<file path="src/rtl/mips_mmio_pkg.sv">
// ----------------------------------------------------------------------------
// mips_mmio_pkg : register map, CTRL layout and FSM encoding for the MMIO timer
// Revision: 1.0
// ----------------------------------------------------------------------------
`default_nettype none

package mips_mmio_pkg;

  localparam logic [1:0] TMR_CTRL   = 2'd0;
  localparam logic [1:0] TMR_PRESET = 2'd1;
  localparam logic [1:0] TMR_COUNT  = 2'd2;

  localparam int CTRL_EN      = 0;
  localparam int CTRL_MODE_LO = 1;
  localparam int CTRL_MODE_HI = 2;
  localparam int CTRL_IM      = 3;

  localparam logic [1:0] MODE_ONESHOT = 2'b00;
  localparam logic [1:0] MODE_AUTO    = 2'b01;

  localparam logic [1:0] ST_IDLE = 2'd0;
  localparam logic [1:0] ST_LOAD = 2'd1;
  localparam logic [1:0] ST_CNT  = 2'd2;
  localparam logic [1:0] ST_INT  = 2'd3;

  // Packed so that the struct maps directly onto CTRL[3:0].
  typedef struct packed {
    logic       im;
    logic [1:0] mode;
    logic       en;
  } tmr_ctrl_t;

  function automatic logic is_auto(input logic [1:0] mode);
    return mode == MODE_AUTO;
  endfunction

endpackage

`default_nettype wire

</file>
<file path="src/rtl/mips_timer_responder_if.sv">
// ----------------------------------------------------------------------------
// mips_timer_responder_if : req/ready register bus between CPU bridge and timer
// Revision: 1.0
// ----------------------------------------------------------------------------
`default_nettype none

interface mips_timer_responder_if #(
  parameter int WIDTH = 32
);
  logic             req;
  logic             we;
  logic [1:0]       addr;
  logic [WIDTH-1:0] wdata;
  logic [WIDTH-1:0] rdata;
  logic             ready;
  logic             irq;

  modport master (output req, we, addr, wdata, input rdata, ready, irq);
  modport slave  (input req, we, addr, wdata, output rdata, ready, irq);
endinterface

`default_nettype wire

</file>
<file path="src/rtl/mips_timer_core.sv">
// ----------------------------------------------------------------------------
// mips_timer_core : countdown FSM, COUNT register and interrupt request
// Revision: 1.0
// ----------------------------------------------------------------------------
`default_nettype none

module mips_timer_core
  import mips_mmio_pkg::*;
#(
  parameter int WIDTH = 32
) (
  input  logic             clk,
  input  logic             reset,
  input  logic             i_en,
  input  logic [1:0]       i_mode,
  input  logic             i_im,
  input  logic [WIDTH-1:0] i_preset,
  input  logic             i_ctrl_wr,
  output logic [WIDTH-1:0] o_count,
  output logic             o_irq,
  output logic             o_en_clr
);

  logic [1:0]       r_state;
  logic [1:0]       w_state_nxt;
  logic [WIDTH-1:0] r_count;
  logic [WIDTH-1:0] w_count_nxt;
  logic             r_irq;
  logic             w_irq_nxt;

  always_comb begin
    w_state_nxt = r_state;
    w_count_nxt = r_count;
    o_en_clr    = 1'b0;
    case (r_state)
      ST_IDLE: if (i_en) w_state_nxt = ST_LOAD;
      ST_LOAD: begin
        w_count_nxt = i_preset;
        if (!i_en)                 w_state_nxt = ST_IDLE;
        else if (i_preset == '0)   w_state_nxt = ST_INT;
        else                       w_state_nxt = ST_CNT;
      end
      ST_CNT: begin
        // INT is taken as COUNT reaches zero, so the decrement never wraps.
        if (i_en) begin
          w_count_nxt = r_count - {{(WIDTH-1){1'b0}}, 1'b1};
          if (r_count == {{(WIDTH-1){1'b0}}, 1'b1}) w_state_nxt = ST_INT;
        end
      end
      ST_INT: begin
        if (is_auto(i_mode) && i_en) begin
          w_state_nxt = ST_LOAD;
        end else begin
          o_en_clr    = 1'b1;
          w_state_nxt = ST_IDLE;
        end
      end
    endcase
  end

  // One-shot irq latches until a CTRL write; auto-reload irq is a single-cycle pulse.
  always_comb begin
    if (!i_im)                              w_irq_nxt = 1'b0;
    else if (w_state_nxt == ST_INT)         w_irq_nxt = 1'b1;
    else if (is_auto(i_mode) || i_ctrl_wr)  w_irq_nxt = 1'b0;
    else                                    w_irq_nxt = r_irq;
  end

  always_ff @(posedge clk or negedge reset) begin
    if (!reset) begin
      r_state <= ST_IDLE;
      r_count <= '0;
      r_irq   <= 1'b0;
    end else begin
      r_state <= w_state_nxt;
      r_count <= w_count_nxt;
      r_irq   <= w_irq_nxt;
    end
  end

  assign o_count = r_count;
  assign o_irq   = r_irq;

endmodule

`default_nettype wire

</file>
<file path="src/rtl/mips_timer_responder.sv">
// ----------------------------------------------------------------------------
// mips_timer_responder : MMIO timer register file and req/ready bus responder
// Revision: 1.0
// ----------------------------------------------------------------------------
`default_nettype none

module mips_timer_responder
  import mips_mmio_pkg::*;
#(
  parameter int WIDTH  = 32,
  parameter int RD_LAT = 1
) (
  input  logic                   clk,
  input  logic                   reset,
  mips_timer_responder_if.slave  bus
);

  tmr_ctrl_t        r_ctrl;
  logic [WIDTH-1:0] r_preset;
  logic [WIDTH-1:0] r_rdata;
  logic             r_ready;
  logic             r_pend;
  logic [1:0]       r_addr;

  logic             w_accept;
  logic             w_wr;
  logic             w_ctrl_wr;
  logic             w_en_clr;
  logic             w_irq;
  logic [WIDTH-1:0] w_count;
  logic [1:0]       w_rsel;
  logic [WIDTH-1:0] w_rword;

  assign w_accept  = bus.req && !r_ready && !r_pend;
  assign w_wr      = w_accept && bus.we;
  assign w_ctrl_wr = w_wr && (bus.addr == TMR_CTRL);

  // A two-cycle read samples the register selected at accept, one cycle later.
  assign w_rsel = r_pend ? r_addr : bus.addr;

  always_comb begin
    case (w_rsel)
      TMR_CTRL:   w_rword = {{(WIDTH-4){1'b0}}, r_ctrl};
      TMR_PRESET: w_rword = r_preset;
      TMR_COUNT:  w_rword = w_count;
      default:    w_rword = '0;
    endcase
  end

  always_ff @(posedge clk or negedge reset) begin
    if (!reset) begin
      r_ctrl   <= '{im: 1'b0, mode: MODE_ONESHOT, en: 1'b0};
      r_preset <= '0;
      r_rdata  <= '0;
      r_ready  <= 1'b0;
      r_pend   <= 1'b0;
      r_addr   <= '0;
    end else begin
      r_ready <= 1'b0;
      // A CPU CTRL write overrides the FSM's EN clear on the same edge.
      if (w_ctrl_wr) begin
        r_ctrl <= '{im:   bus.wdata[CTRL_IM],
                    mode: bus.wdata[CTRL_MODE_HI:CTRL_MODE_LO],
                    en:   bus.wdata[CTRL_EN]};
      end else if (w_en_clr) begin
        r_ctrl.en <= 1'b0;
      end
      if (w_wr && (bus.addr == TMR_PRESET)) r_preset <= bus.wdata;

      if (r_pend) begin
        r_rdata <= w_rword;
        r_ready <= 1'b1;
        r_pend  <= 1'b0;
      end else if (w_accept) begin
        if (bus.we) begin
          r_ready <= 1'b1;
        end else if (RD_LAT == 1) begin
          r_rdata <= w_rword;
          r_ready <= 1'b1;
        end else begin
          r_pend <= 1'b1;
          r_addr <= bus.addr;
        end
      end
    end
  end

  mips_timer_core #(
    .WIDTH (WIDTH)
  ) u_core (
    .clk       (clk),
    .reset     (reset),
    .i_en      (r_ctrl.en),
    .i_mode    (r_ctrl.mode),
    .i_im      (r_ctrl.im),
    .i_preset  (r_preset),
    .i_ctrl_wr (w_ctrl_wr),
    .o_count   (w_count),
    .o_irq     (w_irq),
    .o_en_clr  (w_en_clr)
  );

  assign bus.rdata = r_rdata;
  assign bus.ready = r_ready;
  assign bus.irq   = w_irq;

endmodule

`default_nettype wire

</file>
<file path="src/flat_wrapper.sv">
// flat-port wrapper written by rule: the top's interface ports become plain ports
module mips_timer_responder_flat import mips_mmio_pkg::*;
#(
  parameter int WIDTH  = 32,
  parameter int RD_LAT = 1
)
  (clk, reset, bus_req, bus_we, bus_addr, bus_wdata, bus_rdata, bus_ready, bus_irq);
  mips_timer_responder_if #(.WIDTH(WIDTH)) bus_i ();
  input  logic clk;
  input  logic reset;
  input wire logic [$bits(bus_i.req)-1:0] bus_req;
  input wire logic [$bits(bus_i.we)-1:0] bus_we;
  input wire logic [$bits(bus_i.addr)-1:0] bus_addr;
  input wire logic [$bits(bus_i.wdata)-1:0] bus_wdata;
  output wire logic [$bits(bus_i.rdata)-1:0] bus_rdata;
  output wire logic [$bits(bus_i.ready)-1:0] bus_ready;
  output wire logic [$bits(bus_i.irq)-1:0] bus_irq;
  assign bus_i.req = bus_req;
  assign bus_i.we = bus_we;
  assign bus_i.addr = bus_addr;
  assign bus_i.wdata = bus_wdata;
  assign bus_rdata = bus_i.rdata;
  assign bus_ready = bus_i.ready;
  assign bus_irq = bus_i.irq;
  mips_timer_responder #(.WIDTH(WIDTH), .RD_LAT(RD_LAT)) u_core (.clk(clk), .reset(reset), .bus(bus_i));
endmodule
</file>
<file path="config.mk">
export PLATFORM = sky130hd
export DESIGN_NAME = mips_timer_responder_flat
export DESIGN_NICKNAME = d
export VERILOG_FILES = /design/src/rtl/mips_mmio_pkg.sv /design/src/rtl/mips_timer_responder_if.sv /design/src/rtl/mips_timer_core.sv /design/src/rtl/mips_timer_responder.sv /design/src/flat_wrapper.sv
export SDC_FILE = /design/constraint.sdc
export NUM_CORES = 1
export LEC_CHECK = 0
export ABC_CLOCK_PERIOD_IN_PS = 2560
export CAP_MARGIN = 40
export CELL_PAD_IN_SITES_DETAIL_PLACEMENT = 1
export CELL_PAD_IN_SITES_GLOBAL_PLACEMENT = 1
export CORE_ASPECT_RATIO = 0.9
export CORE_MARGIN = 3
export CORE_UTILIZATION = 43
export DETAILED_ROUTE_END_ITERATION = 10
export PLACE_DENSITY = 0.8
export SETUP_SLACK_MARGIN = 0.4
export SYNTH_ARGS = -nofsm -noshare
export SYNTH_HDL_FRONTEND = slang
export SYNTH_SLANG_ARGS = --single-unit
</file>
<file path="constraint.sdc">
create_clock -name clk -period 2.56 [get_ports clk]
set_input_delay 0.768 -clock clk [delete_from_list [all_inputs] [get_ports clk]]
set_output_delay 0.768 -clock clk [all_outputs]
set_load 0.05 [all_outputs]
</file>
# After elaboration in Yosys (flattened, before gate mapping)
# Cells that the tools add are included.
[totals]
output_inout_bits = 34
regBits = 104
in_bits = 38
word_cells = 55
[op_classes]
eq_ne = 10
muxes = 20
n_reduce_logical = 14
n_addsub = 1
n_bitwise = 1
[ops]
columns = ["operator", "n"]
rows = [
  ["$mux 32", 3],
  ["$pmux 32 s3", 1],
  ["$pmux 32 s2", 1],
  ["$eq 32x1->1 const B", 1],
  ["$logic_not 32->1", 1],
  ["$sub 32x1->32 const B", 1],
  ["$mux 1", 10],
  ["$eq 2x2->1 const B", 4],
  ["$mux 2", 4],
  ["$pmux 2 s4", 1],
  ["$eq 2x1->1 const B", 3],
  ["$logic_and 1x1->1", 5],
  ["$logic_not 2->1", 2],
  ["$reduce_and 2->1", 2],
  ["$reduce_bool 2->1", 2],
  ["$ne 3x3->1 const B", 1],
  ["$ne 2x1->1 const B", 1],
  ["$logic_not 1->1", 1],
  ["$logic_or 1x1->1", 1],
  ["$not 1->1", 1],
]

# Depth between registers and ports, before layout
[depth]
depth_word = 8
mapped_depth = 7
mapped_depth_nobuf = 7

# Hierarchy
# Synthesis repeated with hierarchy kept, for this count alone.
[unflattened]
cells_unflattened = 520
hier_area_um2 = 5328.9
[modules_own_cells]
columns = ["module", "n_inst", "area_each_um2", "cells_per_inst", "seq_area_each_um2"]
rows = [
  ["mips_timer_responder", 1, 3011.6, 236, 1726.7],
  ["mips_timer_core", 1, 2317.2, 284, 875.8],
]

# Least setup slack after synthesis
# No wires, ideal clock.
[synth_timing]
path_kind = "input-to-reg"
start = "input port bus_addr[0]"
end = "register u_core.r_preset[0]"
required_time_ns = 2.435
setup_ns = 0.125
cell_stages = 6
slack_ns = 0.192
path_buffers = 3
arrival_time_ns = 2.243
path_cell_list = "clkbuf_1 nor2b_1 and3_1 clkbuf_1 buf_1 mux2_2"
[synth_via]
elab_chain_cells = 2
[synth_rtl]
columns = ["element", "line", "text"]
rows = [
  ["from (decl)", "flat_wrapper.sv:13", "input wire logic [$bits(bus_i.addr)-1:0] bus_addr;"],
  ["$eq 2x1->1", "mips_timer_responder.sv:68", "if (w_wr && (bus.addr == TMR_PRESET)) r_preset <= bus.wdata;"],
  ["$logic_and 1x1->1", "mips_timer_responder.sv:68", ""],
  ["to (signal assigned)", "mips_timer_responder.sv:68", ""],
  ["to (decl)", "mips_timer_responder.sv:19", "logic [WIDTH-1:0] r_preset;"],
]
# No other way between the ends.
# A chain may end at the register's enable or synchronous reset.

# Worst setup path after layout
[layout_timing]
start = "register u_core.u_core.r_count[11], in the netlist u_core.u_core.o_count[11]"
end = "register u_core.u_core.r_count[20], in the netlist u_core.u_core.o_count[20]"
[layout_via]
elab_chain_cells = 3
[layout_rtl]
columns = ["element", "line", "text"]
rows = [
  ["from (decl)", "mips_timer_core.sv:26", "logic [WIDTH-1:0] r_count;"],
  ["from (signal assigned)", "mips_timer_core.sv:76", "r_count <= w_count_nxt;"],
  ["$sub 32x1->32", "mips_timer_core.sv:46", "w_count_nxt = r_count - {{(WIDTH-1){1'b0}}, 1'b1};"],
  ["$mux 32", "mips_timer_core.sv:45", "if (i_en) begin"],
  ["$pmux 32 s2", "mips_timer_core.sv:35", "case (r_state)"],
]
# No other way between the ends. The select of a mux whose other input is x is not followed.

==> impl_results.rst <==
.. list-table::
   :header-rows: 1

   * - Metric
     - Value
   * - Floorplan Core Area
     - 11600 um^2
   * - Starting DRC count in detailed routing
     - roughly 330
   * - Worst slack, placed
     - 0.0689 ns
   * - Total number of vias
     - approximately 4500
   * - Top cell types by occurrence after synthesis
     - dfrtp_1 (104), nor2_1 (65), a21oi_1 (48)
   * - Initial cell density of the core
     - 0.447
   * - Data arrival at the endpoint of the critical path
     - 2.38 ns
   * - Share of the yosys chip area belonging to registers
     - 0.503
   * - Most frequent cell after synthesis
     - dfrtp_1
   * - Cell type with the largest total area after synthesis
     - dfrtp_1
   * - Synthesized-area fraction occupied by adder cells
     - 0.00484
   * - Total wire length
     - roughly 16000 um
   * - Antenna violations before repair
     - 0
   * - Total Routing Usage GR
     - 0.244
   * - Routability-driven placement congestion ratio
     - 0.938
   * - Flip-flop cell with the highest count after synthesis
     - dfrtp_1
   * - Post-Synth Simple-Gate Area
     - 0.178
   * - Compound-Gate Fraction of Synth Area
     - 0.176
   * - Root buffer cell
     - clkbuf_16
   * - Longest individual stage delay on the worst path
     - between 0.4 and 0.5 ns
   * - Power, Total
     - 6950 uW
   * - Slew at the pin closest to its max-slew limit
     - 0.608 ns
   * - Antenna cell count
     - 0
   * - Die width
     - 122 um
   * - Multiplexer fraction of the synthesized cell area
     - 0.0941
   * - Remaining antenna violation count after routing
     - 0
   * - Post-CTS setup repair buffer count
     - 0
   * - Most area-consuming cells after synthesis
     - dfrtp_1 (50%), mux2_2 (7.6%), nor2_1 (4.7%), a21oi_1 (4.6%), a22oi_1 (4.1%)
   * - Required time of the critical path
     - 2.80 ns
   * - Count of distinct cell types in the synthesized netlist
     - 63
   * - Relative max-transition margin
     - 0.591
   * - Clock transition at the register clock pins on the worst setup and hold paths after CTS
     - ~0.07 ns
   * - Worst IR drop on VDD
     - 0.629 mV
   * - Post-route clock skew
     - 0.0102 ns
   * - Sequential cell area
     - between 2000 and 3000 um^2
   * - Maximum buffer depth of the clock tree
     - 2
   * - Setup repair after global routing missed its margin
     - yes
   * - Instance count of the mapped netlist
     - 509
   * - Classification of the worst-slack hold path
     - in2async
   * - Number of ports placed on the die boundary
     - 72
   * - Routed length per placed instance
     - 21.1 um
   * - Power density cells
     - between 1000 and 1500 nW/um^2
   * - Area growth from synthesis to layout
     - 25.8%
   * - Setup slack after layout
     - 0.425 ns
   * - Main combinational cell family by area after synthesis
     - simple AND/OR/NAND/NOR gates
   * - Mapped Nets
     - 549
   * - Critical path fanouts, max
     - 9
   * - Critical path class
     - reg2reg
   * - Series of cell instances along the critical path
     - nor2_1 > nand3_2 > o41ai_1 > a21oi_1 > a311oi_1
   * - First drt pass iteration count
     - 5
   * - Vias in the first global route
     - 4721
   * - Half-perimeter wire length after detailed placement
     - 10700 um
   * - Max Slew Vio Count
     - 0
   * - Yosys warning count
     - 0
   * - Die boundary height
     - 110 um
   * - Cell with the largest stage delay on the worst path
     - dfrtp_1
   * - Fraction of registers with async set or reset after synthesis
     - 1.00
   * - Global-route congestion overflow total
     - 0
   * - Endpoint class of the critical path
     - flip-flop
   * - Wire length of the first global-routing pass
     - 25400 um
   * - Post-Synthesis Cell Area
     - between 5000 and 6000 um^2
   * - Setup TNS
     - 0 ns
   * - Xor/xnor share of the synthesized area
     - 0.0102
   * - Die ar.
     - 13400 um^2
   * - Largest net degree at the start of global routing
     - 65
   * - Area used by multi-input combinational logic
     - 2480 um^2
   * - Fillers
     - 1285
   * - Final setup viols
     - 0
   * - Clock tree sinks
     - 104
   * - Synthesized area per cell
     - 10.2 um^2
   * - Minimum clock period after layout
     - 2.13 ns
   * - Final nets
     - 617
   * - Count of endpoints failing hold in the final timing report
     - 0
   * - Outcome
     - finished, final reports clean
   * - Residual DRC
     - 0
   * - Buffers added on ports
     - 71
   * - Total number of H-tree levels
     - 3
   * - Post-route fraction of the period consumed by the critical path
     - 0.834
   * - Share of the synthesized area in the top cell type
     - 0.503
   * - Leakage dissipation
     - 0.00269 uW
   * - Achievable clock frequency
     - 0.468 GHz
   * - EDFF count, synth
     - 0
   * - Average vias per placed instance
     - 6.10
   * - Seq cells post-synth
     - approximately 100
   * - Worst-skew pair later-pin latency
     - between 0.3 and 0.4 ns
   * - Total CTS buffers
     - 9
   * - # Max-Cap Violations
     - 0
   * - CTS tree
     - yes
   * - Layout cell share with drive strength beyond 1
     - 0.170
   * - Startpoint type of the worst setup path
     - flip-flop
   * - Standard-cell row count
     - 37
==> repair_timing <==
item,4_1_cts,5_1_grt
hold buffers,0,0
cloned,0,0
resized for setup,38,11
hold endpoints to repair,0,0
setup endpoints to repair,39,43
pin swaps,0,1
==> layout by cell type (no fill, tap or decap), types with 4 or more instances in the layout <==
master / Yosys / routed
clkbuf_16: 0 / 9
nand3_1: 8 / 7
a21oi_1: 48 / 48
nor4_1: 18 / 15
mux2i_1: 7 / 7
a22oi_1: 28 / 28
xnor2_1: 4 / 4
nor2_1: 65 / 64
nor3_1: 15 / 13
buf_12: 0 / 4
dfrtp_1: 104 / 103
a311oi_1: 7 / 7
buf_4: 0 / 16
o211ai_1: 4 / 4
and3_1: 6 / 6
inv_1: 9 / 9
nand4_1: 4 / 4
o21a_1: 4 / 4
nand2_1: 23 / 22
dlygate4sd2_1: 0 / 34
mux2_2: 35 / 35
a211oi_1: 8 / 8
o21ai_0: 12 / 12
clkdlybuf4s50_1: 0 / 36
==> cell families (layout without fill, tap and decap cells) <==
kind of cell,Yosys count,count (layout)
simple gates,174,174
mux,44,44
compound gates,137,137
flops,104,104
buf+inv,42,115
xor+xnor,6,6
fa+ha+maj,2,2
==> worst max-delay path: cells and delay by family, from the launching register on <==
family	cells	cell delay [ns]
flip-flops	1	0.47
AO/OA/AOI/OAI	3	0.88
AND/OR/NAND/NOR	2	0.65
==> state kept, by name, summed over array words and instances, names as in the netlist <==
signal / cells
u_core.u_core.r_state: 2
u_core.bus.rdata: 32
u_core.u_core.o_irq: 1
u_core.u_core.o_count: 32
u_core.bus.ready: 1
u_core.r_preset: 32
u_core.r_ctrl: 4
==> per-stage QoR <==
step / area, um^2 / instances / hold WS (ns) / utilization
global placement: 6140 / 722 / 0.450 / 0.531
detailed placement: 6140 / 722 / 0.475 / 0.531
floorplan: 5180 / 509 / 0.472 / -
CTS: 6460 / 738 / 0.345 / 0.558
finish: 6510 / 738 / 0.348 / 0.562
global route: 6510 / 738 / 0.350 / 0.562
==> metal layers <==
metal	wire (um)	global-route usage	part of all wire
met1	6800	0.320	0.44
met2	7740	0.409	0.50
met3	906	0.0597	0.058
met4	160	0.0608	0.010
met5	0	0	0
==> power breakdown <==
group	internal [uW]	switching (uW)
clock	912	611
combinational	980	1510
sequential	2170	762
==> worst paths after layout <==
kind	from	to	slack, ns	cells past startpoint
hold reg to reg	u_core.bus.ready	u_core.bus.ready	0.47	1
min in group clk	u_core.bus.ready	u_core.bus.ready	0.47	1
hold / removal	reset	u_core.u_core.o_count[17]	0.35	1
setup / recovery	u_core.u_core.o_count[11]	u_core.u_core.o_count[20]	0.43	5
max in group asynchronous	reset	u_core.u_core.o_count[4]	1.47	2
setup reg to reg	u_core.u_core.o_count[11]	u_core.u_core.o_count[20]	0.43	5
==> final cells by class <==
class | instances | area share
tap | 156 | 0.0300
multi-input combinational | 363 | 0.382
inverter | 9 | 0.00519
clock inverter | 4 | 0.0117
clock buffer | 12 | 0.0394
sequential | 104 | 0.400
timing repair buffer | 90 | 0.132
(Power assumes the default switching activity.)
